File: src/rtl/multicycle_control_fsm.sv
// Multi-cycle RV32I control unit: sequences each instruction through
// FETCH/DECODE/EXEC/MEM/WB and drives the datapath and memory enables for each state.
// Unrecognised opcodes and memory handshakes that never complete both end in a
// sticky TRAP state, which only rst can leave.
//
// Ports:
//   clk, rst            clock (rising edge), asynchronous active-high reset
//   opcode, funct3,     instruction fields from the IR (stable from DECODE on)
//   funct7_5
//   zero                ALU zero flag, used by BEQ in EXEC
//   mem_ready           memory completes the current access this cycle
//   pcWrite, irWrite,   datapath enables
//   regWrite, aluSrc,
//   memRead, memWrite,
//   iord
//   aluControl          ALU operation code (zero-extended to ALU_CTRL_W)
//   illegal, memErr     sticky trap flags
//   state_dbg           current state encoding
module multicycle_control_fsm #(
  parameter int unsigned ALU_CTRL_W    = 4,
  parameter int unsigned MEM_TIMEOUT   = 15,
  parameter bit          ENABLE_BRANCH = 1'b1
) (
  input  logic                  clk,
  input  logic                  rst,
  input  logic [6:0]            opcode,
  input  logic [2:0]            funct3,
  input  logic                  funct7_5,
  input  logic                  zero,
  input  logic                  mem_ready,
  output logic                  pcWrite,
  output logic                  irWrite,
  output logic                  regWrite,
  output logic                  aluSrc,
  output logic                  memRead,
  output logic                  memWrite,
  output logic                  iord,
  output logic [ALU_CTRL_W-1:0] aluControl,
  output logic                  illegal,
  output logic                  memErr,
  output logic [2:0]            state_dbg
);

  localparam int unsigned CNT_W = 8;
  localparam int unsigned OP_W  = 4;

  localparam logic [6:0] OPC_R   = 7'b0110011;
  localparam logic [6:0] OPC_I   = 7'b0010011;
  localparam logic [6:0] OPC_LW  = 7'b0000011;
  localparam logic [6:0] OPC_SW  = 7'b0100011;
  localparam logic [6:0] OPC_BEQ = 7'b1100011;

  localparam logic [OP_W-1:0] ALU_ADD  = 4'd0;
  localparam logic [OP_W-1:0] ALU_SUB  = 4'd1;
  localparam logic [OP_W-1:0] ALU_AND  = 4'd2;
  localparam logic [OP_W-1:0] ALU_OR   = 4'd3;
  localparam logic [OP_W-1:0] ALU_XOR  = 4'd4;
  localparam logic [OP_W-1:0] ALU_SLT  = 4'd5;
  localparam logic [OP_W-1:0] ALU_SLTU = 4'd6;
  localparam logic [OP_W-1:0] ALU_SLL  = 4'd7;
  localparam logic [OP_W-1:0] ALU_SRL  = 4'd8;
  localparam logic [OP_W-1:0] ALU_SRA  = 4'd9;

  typedef enum logic [2:0] {
    S_IDLE   = 3'd0,
    S_FETCH  = 3'd1,
    S_DECODE = 3'd2,
    S_EXEC   = 3'd3,
    S_MEM    = 3'd4,
    S_WB     = 3'd5,
    S_TRAP   = 3'd6
  } state_t;

  typedef enum logic [2:0] {
    C_R   = 3'd0,
    C_I   = 3'd1,
    C_LW  = 3'd2,
    C_SW  = 3'd3,
    C_BEQ = 3'd4
  } cls_t;

  state_t          state, state_next;
  cls_t            cls, cls_next;
  cls_t            op_cls;
  logic            op_ok;
  logic [CNT_W-1:0] cnt, cnt_next;
  logic            illegal_next, mem_err_next;
  logic [OP_W-1:0] alu_fn;
  logic            wait_limit;

  assign state_dbg  = state;
  assign wait_limit = (cnt == CNT_W'(MEM_TIMEOUT));

  // Opcode to instruction class; branches are only legal when enabled
  always_comb begin : opcode_decode
    op_ok  = 1'b1;
    op_cls = C_R;
    case (opcode)
      OPC_R:   op_cls = C_R;
      OPC_I:   op_cls = C_I;
      OPC_LW:  op_cls = C_LW;
      OPC_SW:  op_cls = C_SW;
      OPC_BEQ: begin
        op_cls = C_BEQ;
        op_ok  = ENABLE_BRANCH;
      end
      default: op_ok = 1'b0;
    endcase
  end

  // R/I ALU function; for I-type funct7_5 only selects SRA vs SRL
  always_comb begin : alu_decode
    alu_fn = ALU_ADD;
    case (funct3)
      3'b000:  alu_fn = (funct7_5 && (cls == C_R)) ? ALU_SUB : ALU_ADD;
      3'b111:  alu_fn = ALU_AND;
      3'b110:  alu_fn = ALU_OR;
      3'b100:  alu_fn = ALU_XOR;
      3'b010:  alu_fn = ALU_SLT;
      3'b011:  alu_fn = ALU_SLTU;
      3'b001:  alu_fn = ALU_SLL;
      default: alu_fn = funct7_5 ? ALU_SRA : ALU_SRL;
    endcase
  end

  // State register, latched class, timeout counter and sticky trap flags
  always_ff @(posedge clk or posedge rst) begin
    if (rst) begin
      state   <= S_IDLE;
      cls     <= C_R;
      cnt     <= '0;
      illegal <= 1'b0;
      memErr  <= 1'b0;
    end else begin
      state   <= state_next;
      cls     <= cls_next;
      cnt     <= cnt_next;
      illegal <= illegal_next;
      memErr  <= mem_err_next;
    end
  end

  // Next-state and per-state datapath enables
  always_comb begin : fsm_comb
    state_next   = state;
    cls_next     = cls;
    illegal_next = illegal;
    mem_err_next = memErr;
    pcWrite      = 1'b0;
    irWrite      = 1'b0;
    regWrite     = 1'b0;
    aluSrc       = 1'b0;
    memRead      = 1'b0;
    memWrite     = 1'b0;
    iord         = 1'b0;
    aluControl   = ALU_CTRL_W'(ALU_ADD);

    case (state)
      S_IDLE: state_next = S_FETCH;

      S_FETCH: begin
        memRead = 1'b1;
        if (mem_ready) begin
          irWrite    = 1'b1;
          pcWrite    = 1'b1;
          state_next = S_DECODE;
        end else if (wait_limit) begin
          state_next   = S_TRAP;
          mem_err_next = 1'b1;
        end
      end

      S_DECODE: begin
        if (op_ok) begin
          cls_next   = op_cls;
          state_next = S_EXEC;
        end else begin
          illegal_next = 1'b1;
          state_next   = S_TRAP;
        end
      end

      S_EXEC: begin
        case (cls)
          C_R: begin
            aluControl = ALU_CTRL_W'(alu_fn);
            state_next = S_WB;
          end
          C_I: begin
            aluSrc     = 1'b1;
            aluControl = ALU_CTRL_W'(alu_fn);
            state_next = S_WB;
          end
          C_LW, C_SW: begin
            aluSrc     = 1'b1;
            state_next = S_MEM;
          end
          C_BEQ: begin
            aluControl = ALU_CTRL_W'(ALU_SUB);
            pcWrite    = zero;
            state_next = S_FETCH;
          end
          default: begin
            illegal_next = 1'b1;
            state_next   = S_TRAP;
          end
        endcase
      end

      S_MEM: begin
        iord   = 1'b1;
        aluSrc = 1'b1;
        if (cls == C_SW) memWrite = 1'b1;
        else             memRead  = 1'b1;
        if (mem_ready) begin
          state_next = (cls == C_SW) ? S_FETCH : S_WB;
        end else if (wait_limit) begin
          state_next   = S_TRAP;
          mem_err_next = 1'b1;
        end
      end

      S_WB: begin
        regWrite   = 1'b1;
        state_next = S_FETCH;
      end

      S_TRAP: state_next = S_TRAP;

      default: state_next = S_IDLE;
    endcase

    // Counter measures consecutive stalled cycles within one state visit
    if (state_next != state) begin
      cnt_next = '0;
    end else if (((state == S_FETCH) || (state == S_MEM)) && !mem_ready) begin
      cnt_next = cnt + CNT_W'(1);
    end else begin
      cnt_next = cnt;
    end
  end

endmodule

File: config.mk
export PLATFORM = sky130hd
export DESIGN_NAME = multicycle_control_fsm
export DESIGN_NICKNAME = d
export VERILOG_FILES = /design/src/rtl/multicycle_control_fsm.sv
export SDC_FILE = /design/constraint.sdc
export NUM_CORES = 1
export LEC_CHECK = 0
export CAP_MARGIN = 10
export CORE_MARGIN = 5
export CORE_UTILIZATION = 45
export DETAILED_ROUTE_END_ITERATION = 16
export HOLD_SLACK_MARGIN = 0.06
export PLACE_DENSITY_LB_ADDON = 0.25
export SYNTH_ARGS = -nofsm -noshare
export SYNTH_HDL_FRONTEND = slang
export SYNTH_SLANG_ARGS = --single-unit
File: constraint.sdc
create_clock -name clk -period 2.3 [get_ports clk]
set_input_delay 0.69 -clock clk [delete_from_list [all_inputs] [get_ports clk]]
set_output_delay 0.69 -clock clk [all_outputs]
set_load 0.02 [all_outputs]
After elaboration in Yosys (flattened, before gate mapping)

Cells that the tools add are included.

Output and inout bits: 16
Logic and storage cells: 82
Bits in registers: 16

Bitwise operators: 1
Eq/ne operators: 25
Add/subtract/negate cells: 1
Reductions and logical operators: 19
Mux-type cells: 31

Operator list:

| operator                                                        | number |
|---|---|
| 4-bit one-hot mux with 7 select lines                           | 1 |
| 3-bit == test, second input constant                            | 7 |
| 3-bit by 2-bit == test with 1-bit output, second input constant | 6 |
| 3-bit one-hot mux with 6 select lines                           | 1 |
| 8-bit 2-to-1 mux                                                | 2 |
| 3-bit 2-to-1 mux                                                | 5 |
| 7-bit by 6-bit == test with 1-bit output, second input constant | 2 |
| 1-bit 2-to-1 mux                                                | 14 |
| 3-bit one-hot mux with 4 select lines                           | 1 |
| 5-bit OR reduction                                              | 2 |
| 3-bit by 1-bit == test with 1-bit output, second input constant | 3 |
| 3-bit zero test                                                 | 3 |
| 3-bit one-hot mux with 3 select lines                           | 1 |
| 8-bit by 1-bit adder with 8-bit output, second input constant   | 1 |
| 8-bit by 4-bit == test with 1-bit output, second input constant | 1 |
| 1-bit one-hot mux with 2 select lines                           | 4 |
| 4-bit one-hot mux with 2 select lines                           | 1 |
| 2-bit OR reduction                                              | 4 |
| 7-bit by 2-bit == test with 1-bit output, second input constant | 1 |
| 7-bit by 5-bit == test with 1-bit output, second input constant | 1 |
| 7-bit == test, second input constant                            | 1 |
| 3-bit AND reduction                                             | 2 |
| 4-bit 2-to-1 mux                                                | 1 |
| 2-bit inequality test, second input constant                    | 2 |
| other kinds (8)                                                 | 10 |

Logic depth before layout (Yosys ltp)

Gate-level depths: netlist of the first run.

Depth in word-level cells: 7
Gate-level depth with buffers: 6
Gate-level depth less buffers: 6

Worst setup path after synthesis of the first run

Ideal clock, no wire load.

Path kind: register -> output
Start: register state[0], in the netlist state_dbg[0]
End: output port pcWrite
Cell stages (with the launch flop): 5
Path buffers: 1
Slack: -0.221 ns
Arrival time: 1.831 ns
Required time: 1.610 ns
Cells stage by stage: dfrtp_1 buf_6 inv_1 nor4_1 a41o_1

Cells in the longest elaborated chain, start to end: 2
Elaborated cells on any way between the ends: 3
Those cells by class: 2 x eq/ne; 1 x mux

RTL lines:

| what                                                                                                 | RTL line | RTL |
|---|---|---|
| from (decl)                                                                                          | 82       | `state_t state, state_next;` |
| from (signal assigned)                                                                               | 135      | `state <= state_next;` |
| 3-bit by 2-bit == test with 1-bit output or 3-bit by 1-bit == test with 1-bit output (tied branches) | 158      | `case (state)` |
| 1-bit one-hot mux with 2 select lines (*)                                                            | 158      |  |
| to (decl)                                                                                            | 31       | `output logic pcWrite,` |

Mark *: on every way between the ends. The rest lies on a longest branch, timed or not.

Worst setup path after layout of the first run

Start: register state[2], in the netlist state_dbg[2]
End: output port aluControl[3]

Cells in the longest elaborated chain, start to end: 2

RTL lines:

| what                                     | RTL line | RTL |
|---|---|---|
| 3-bit by 2-bit == test with 1-bit output | 158      |  |
| 4-bit 2-to-1 mux                         | 158      |  |
| to (decl)                                | 38       | `output logic [ALU_CTRL_W-1:0] aluControl,` |

Every way passes these cells.

==> impl_results.md, run 1 <==
- Area of the multi-input gates: 906 um^2
- Root buf cell: clkbuf_4
- Final instance area: 0.00196 mm^2
- RR Startpoint: state_dbg[2]
- Synth top area cells: dfrtp_1, xnor2_1, nor3_1, nor2_1, nand2_1
- Seq/Total Area, Yosys: 30.9%
- Int Power: 1.12 mW
- Power density cells: 1060 mW/mm^2
- Critical Path Max Stage Delay: 0.41 ns
- Synth top area share: 30.9%
- Slew of the pin with the lowest slew margin: 0.613 ns
- Sequential power share: 18.6%
- Most frequent cells in the layout: buf_4, dfrtp_1, nor2_1, clkdlybuf4s50_1
- Clk_skew: 0.0126 ns
- Die width: 63.6 um
- Setup violators final: 0
- Vias/cell: 5.71
- Largest net degree at the start of global routing: 17
- Synth warnings: 0
- ANT nets after route: 0
- Vias: 1341
- Most common flop cell mapped by yosys: dfrtp_1
- FF+latch area: 402 um^2
- PortBufs: 30
- Slowest library cell on the worst path: dfrtp_1
- Vias in the first global route: 1363
- Post-DP Area: 0.00187 mm^2
- Worst slack on hold paths: 0.469 ns
- Commonest non-fill, non-tap cell in the layout: buf_4
- Arrival time at the worst endpoint: 1.57 ns
- Leak pwr: 0.923 nW
- R2r worst-path depth: 9
- NetSw: 953 uW
- Max-slew violations: 0
- Core ar.: 0.00276 mm^2
- Die area: 0.00405 mm^2
- Bufs on Longest Clock Path: 2
- Grt total ovfl: 0
- Worst Setup SP: state_dbg[2]
- Yosys top cell by area: dfrtp_1
- HP Class: register to register
- WP data required: 1.61 ns
- Worst hold path depth: 1
- Rows: 19
- Worst-path clk slew: 0.10 ns
- Yosys reg bits: 16
- # IOs: 31
- Final worst path period share: 98.1%
- Final worst slack: 0.0438 ns
- First-pass GRT wire length: 6320 um
- Final Hold Fails: 0
- Crit path cell chain: nand3b_4, or3_4, nor3_2, buf_4
- Layout area overhead: 51.5%
- Min Tclk post-route: 2.26 ns
- Placer Congestion: 0.867
- Drt drc: 0
- Mapped cell area: 0.00129 mm^2
- Wire per inst: 16.6 um
- Min-delay src: memErr
- Pre-CTS setup slack: -0.728 ns
- Sum Neg Setup Slack: 0 ns
- Sw frac: 45.9%
- RSZ-0062 raised after global routing: yes
- Total track usage: 19.3%
- Distinct cells, synth: 54
- Clock share of power: 7.2%
- MaxCap Viol Count: 0
- Fill cell count: 201
- CTS tree: done
- Syn avg cell area: 9.31 um^2
- EDFF count, synth: 0
- NumNets Final: 222
- Synth Instances: 139
- Logic gate share of total power: 74.2%
- CP Max Fanout: 3
- Worst setup SP type: register
- Post-layout util: 71.1%
- Detailed Route Iter0 Violations: 86
- Setup CP Type: register to output port
- Ant. Diodes: 0
- F_max: 443 MHz
- Worst setup EP type: output port
- Die height: 63.6 um
- Worst skew pair latency: 0.30 ns
- Syn_nets: 155
- Initial Util: 46.9%
- Clock sink count: 16
- Share of layout cells above drive strength 1: 38.7%
- Normalized max-slew margin: 59.1%
- DRT Pass-1 Iters: 5
- Cts bufs inserted: 3
- Peak VDD IR: 1050 uV
- Status: finished, final reports clean
- Placed wire-length estimate: 2960 um
- Antenna violations before repair: 0
- Fraction of registers with async set or reset after synthesis: 100%
- H-tree depth: 1
- DRT Wirelength: 3900 um
-- final timing paths --
path,endpoint,slack (ns)
worst min register to register,memErr,0.47
min in group asynchronous,illegal,0.75
worst min-delay path,memErr,0.47
worst max-delay path,aluControl[3],0.04
max in group asynchronous,state_dbg[1],1.12
worst max register to register,cnt[6],0.17
-- synth_stat cells, types with 2 or more instances --
library cell and n:
nor4b_1 2, nor2b_1 2, xnor2_1 8, o31ai_1 2, a21oi_1 4, nand4_1 2
inv_1 6, nand3_1 5, dfrtp_1 16, and4_1 2, a211oi_2 2, nor3b_1 4
nor3_1 11, a211o_1 2, a21o_1 2, a41o_1 2, o21a_1 2, or3_1 3
buf_4 2, buf_6 2, nand2_1 9, nor2_1 14, and3_1 3, nand2b_1 2
-- area by class of cell --
class,count,area share (%)
well taps,31,1.98
multi-input cells,111,46.2
clock buffers,3,1.15
inverters,6,1.15
repair buffers,68,29.0
flip-flops and latches,16,20.5
-- worst max-delay path, delay by kind of cell, from the launching register on --
family,cells,cell delay [ns]
and+or+nand+nor,3,0.69
DFF,1,0.41
buffers and inverters,1,0.16
-- power groups by stage --
stage | registers, mW | clock network [mW] | logic, mW
after global routing | 0.390 | 0.163 | 1.65
after global placement | 0.377 | 0 | 1.35
final | 0.386 | 0.150 | 1.54
after CTS | 0.378 | 0.153 | 1.37
after detailed placement | 0.380 | 0 | 1.38
after floorplan | 0.402 | 0 | 0.809
-- routing by layer --
| metal | global-route usage, % | vias up | wire length [um] |
|---|---|---|---|
| met5 | 0 | - | 0 |
| met4 | 5.97 | 0 | 59 |
| met3 | 4.09 | 7 | 211 |
| met2 | 32.9 | 41 | 1980 |
| met1 | 24.1 | 644 | 1640 |
| li1 | - | 649 | - |
-- registers in the layout (all words and copies together) (netlist names) --
signal,cells
cls,3
memErr,1
state_dbg,3
illegal,1
cnt,8
-- stage by stage --
step / power [mW] / cells
after floorplan: 1.21 / 139
after global placement: 1.72 / 230
after detailed placement: 1.76 / 230
after CTS: 1.90 / 234
after global routing: 2.21 / 235
final: 2.07 / 235
-- what timing repair did --
action | in CTS | in global routing
gates resized for setup | 48 | 27
hold buffers | 0 | 0
pin swaps | 1 | 6
setup endpoints to repair | 11 | 12
buffers inserted | 1 | 1
-- cells by family after synthesis --
family,count (synthesis),synth area share (%)
simple gates,71,34.2
mux,2,1.64
flops,16,30.9
xor+xnor,10,7.35
fa+ha+maj,1,0.967
buf+inv,12,5.32
compound gates,27,19.5
(Power assumes the default switching activity.)
==> inputs of run 2 (changes only) <==
--- a/config.mk
+++ b/config.mk
@@ -5,12 +5,12 @@
 export SDC_FILE = /design/constraint.sdc
 export NUM_CORES = 1
 export LEC_CHECK = 0
-export CAP_MARGIN = 10
 export CORE_MARGIN = 5
 export CORE_UTILIZATION = 45
 export DETAILED_ROUTE_END_ITERATION = 16
 export HOLD_SLACK_MARGIN = 0.06
 export PLACE_DENSITY_LB_ADDON = 0.25
+export RECOVER_POWER = 50
 export SYNTH_ARGS = -nofsm -noshare
 export SYNTH_HDL_FRONTEND = slang
 export SYNTH_SLANG_ARGS = --single-unit
==> constraint.sdc (replaced) <==
create_clock -name clk -period 2.9 [get_ports clk]
set_input_delay 0.87 -clock clk [delete_from_list [all_inputs] [get_ports clk]]
set_output_delay 0.87 -clock clk [all_outputs]
set_load 0.02 [all_outputs]
==> impl_results.md, run 2 (synthesized netlist as in run 1, its figures left out) <==
- CTS tree: done (unchanged)
- Worst skew pair latency: 0.29 ns (was 0.30 ns)
- RSZ-0062 raised after global routing: no (was yes)
- Ant. Diodes: 0 (unchanged)
- Cell mode on critical path: o21a_1
- Antenna violations before repair: 0 (unchanged)
- Vias in the first global route: 1190 (was 1363)
- Die height: 63.6 um (unchanged)
- DRT Wirelength: 3280 um (was 3900 um)
- DRT Pass-1 Iters: 4 (was 5)
- R2R setup slack: 0.81 ns (was 0.17 ns)
- Worst setup SP type: primary input (was register)
- Share of layout cells above drive strength 1: 18.9% (was 38.7%)
- H-tree depth: 1 (unchanged)
- First-pass GRT wire length: 5590 um (was 6320 um)
- Root buf cell: clkbuf_4 (unchanged)
- MaxCap Viol Count: 0 (unchanged)
- NumNets Final: 193 (was 222)
- # IOs: 31 (unchanged)
- Critical Path Max Stage Delay: 0.46 ns (was 0.41 ns)
- Worst hold path depth: 1 (unchanged)
- Core ar.: 0.00276 mm^2 (unchanged)
- Biggest register: cnt (unchanged)
- Detailed Route Iter0 Violations: 40 (was 86)
- Status: finished, final reports clean (unchanged)
- Most frequent cells in the layout: dfrtp_1, nor2_1, clkdlybuf4s50_1, nor3_1, nand2_1 (was buf_4, dfrtp_1, nor2_1, clkdlybuf4s50_1)
- Grt total ovfl: 0 (unchanged)
- Slew of the pin with the lowest slew margin: 0.650 ns (was 0.613 ns)
- Vias/cell: 5.75 (was 5.71)
- Vias: 1185 (was 1341)
- Die width: 63.6 um (unchanged)
- R2r worst-path depth: 7 (was 9)
- Bufs on Longest Clock Path: 2 (unchanged)
- Worst Setup SP: funct7_5 (was state_dbg[2])
- Layout area overhead: 29.9% (was 51.5%)
- Max reg flops: 8 (unchanged)
- Total track usage: 16.9% (was 19.3%)
- Final Hold Fails: 0 (unchanged)
- Drt drc: 0 (unchanged)
- Worst setup EP type: output port (unchanged)
- Peak VDD IR: 568 uV (was 1050 uV)
- Post-CTS Setup Inserts: 0 (was 1)
- Placed wire-length estimate: 2600 um (was 2960 um)
- Setup violators final: 0 (unchanged)
- Area of the multi-input gates: 842 um^2 (was 906 um^2)
- Wire per inst: 15.9 um (was 16.6 um)
- Worst-path clk slew: 0.10 ns (about the same)
- CP Capture Point: aluControl[0] (was aluControl[3])
- ANT nets after route: 0 (unchanged)
- Normalized max-slew margin: 56.6% (was 59.1%)
- Min Tclk post-route: 2.78 ns
- R2R Path End: cnt[6] (unchanged)
- Rows: 19 (unchanged)
- Sum Neg Setup Slack: 0 ns (unchanged)
- F_max: 360 MHz
- Commonest non-fill, non-tap cell in the layout: dfrtp_1 (was buf_4)
- Worst slack on hold paths: 0.474 ns (was 0.469 ns)
- Slowest library cell on the worst path: clkdlybuf4s50_1 (was dfrtp_1)
- Final worst path period share: 95.9%
- Cts bufs inserted: 3 (unchanged)
- Die area: 0.00405 mm^2 (unchanged)
- Leak pwr: 0.769 nW (was 0.923 nW)
- Largest net degree at the start of global routing: 20 (was 17)
- Arrival time at the worst endpoint: 1.91 ns (was 1.57 ns)
- CP Max Fanout: 1 (was 3)
- Max-slew violations: 0 (unchanged)
- HP Class: register to register (unchanged)
- PortBufs: 30 (unchanged)
- Setup CP Type: primary input to output port (was register to output port)
- Placer Congestion: 0.813 (was 0.867)
- Crit path cell chain: clkdlybuf4s50_1, o21a_1, nor3_1, a21oi_1, o21a_1, buf_2 (was nand3b_4, or3_4, nor3_2, buf_4)
- RR Startpoint: cnt[0] (was state_dbg[2])
- WP data required: 2.03 ns (was 1.61 ns)
- Pwr Total: 1.36 mW (was 2.07 mW)
- Clk_skew: 0.00162 ns (was 0.0126 ns)
- Initial Util: 46.9% (unchanged)
- Power density cells: 810 mW/mm^2 (was 1060 mW/mm^2)
- Clock sink count: 16 (unchanged)
- FF+latch area: 402 um^2 (unchanged)
- Fill cell count: 244 (was 201)
## run 2: worst max-delay path, delay by kind of cell
kind	cells	cell delay [ns]
buffers and inverters	2	0.62
AND/OR/NAND/NOR	1	0.04
AO/OA/AOI/OAI	3	0.39
## run 2: final cells by class
type,instances,share of cell area [%]
multi-input combinational,111,50.1
clock buffer,3,1.34
sequential,16,23.9
tap,31,2.31
inverter,6,1.34
timing repair buffer,39,21.0
## run 2: power breakdown
group	internal (mW)	total [mW]	switching (mW)
registers	0.259	0.315	0.0557
logic	0.399	0.925	0.526
clock network	0.0483	0.121	0.0725
## run 2: how the worst min path moves through the flow
stage	startpoint	endpoint	slack, ns
3_3_place_gp	memErr	memErr	0.44
2_1_floorplan	cnt[2]	cnt[2]	0.53
4_1_cts	illegal	illegal	0.49
5_1_grt	illegal	illegal	0.51
6_report	illegal	illegal	0.47
3_5_place_dp	illegal	illegal	0.46
## run 2: routing by layer
metal  vias up  global-route usage [%]  wire length (um)
met5         -                       0                 0
met4         0                    5.97                40
met3         4                    4.26               147
met2        27                    30.5              1700
met1       568                    19.0              1400
li1        586                       -                 -
## run 2: what timing repair did
action / in CTS / in global routing
setup endpoints to repair: 8 / 7
gates cloned: 0 / 0
hold buffers: 0 / 0
resized for setup: 20 / 8
## run 2: per-stage QoR
stage	utilization (%)	instances	cell area (um^2)	setup slack (ns)
2_1_floorplan	-	139	1290	0.139
3_3_place_gp	60.0	203	1650	-0.459
3_5_place_dp	60.0	203	1650	-0.526
4_1_cts	61.3	206	1690	-0.0320
5_1_grt	60.9	206	1680	0.0325
6_report	60.9	206	1680	0.119
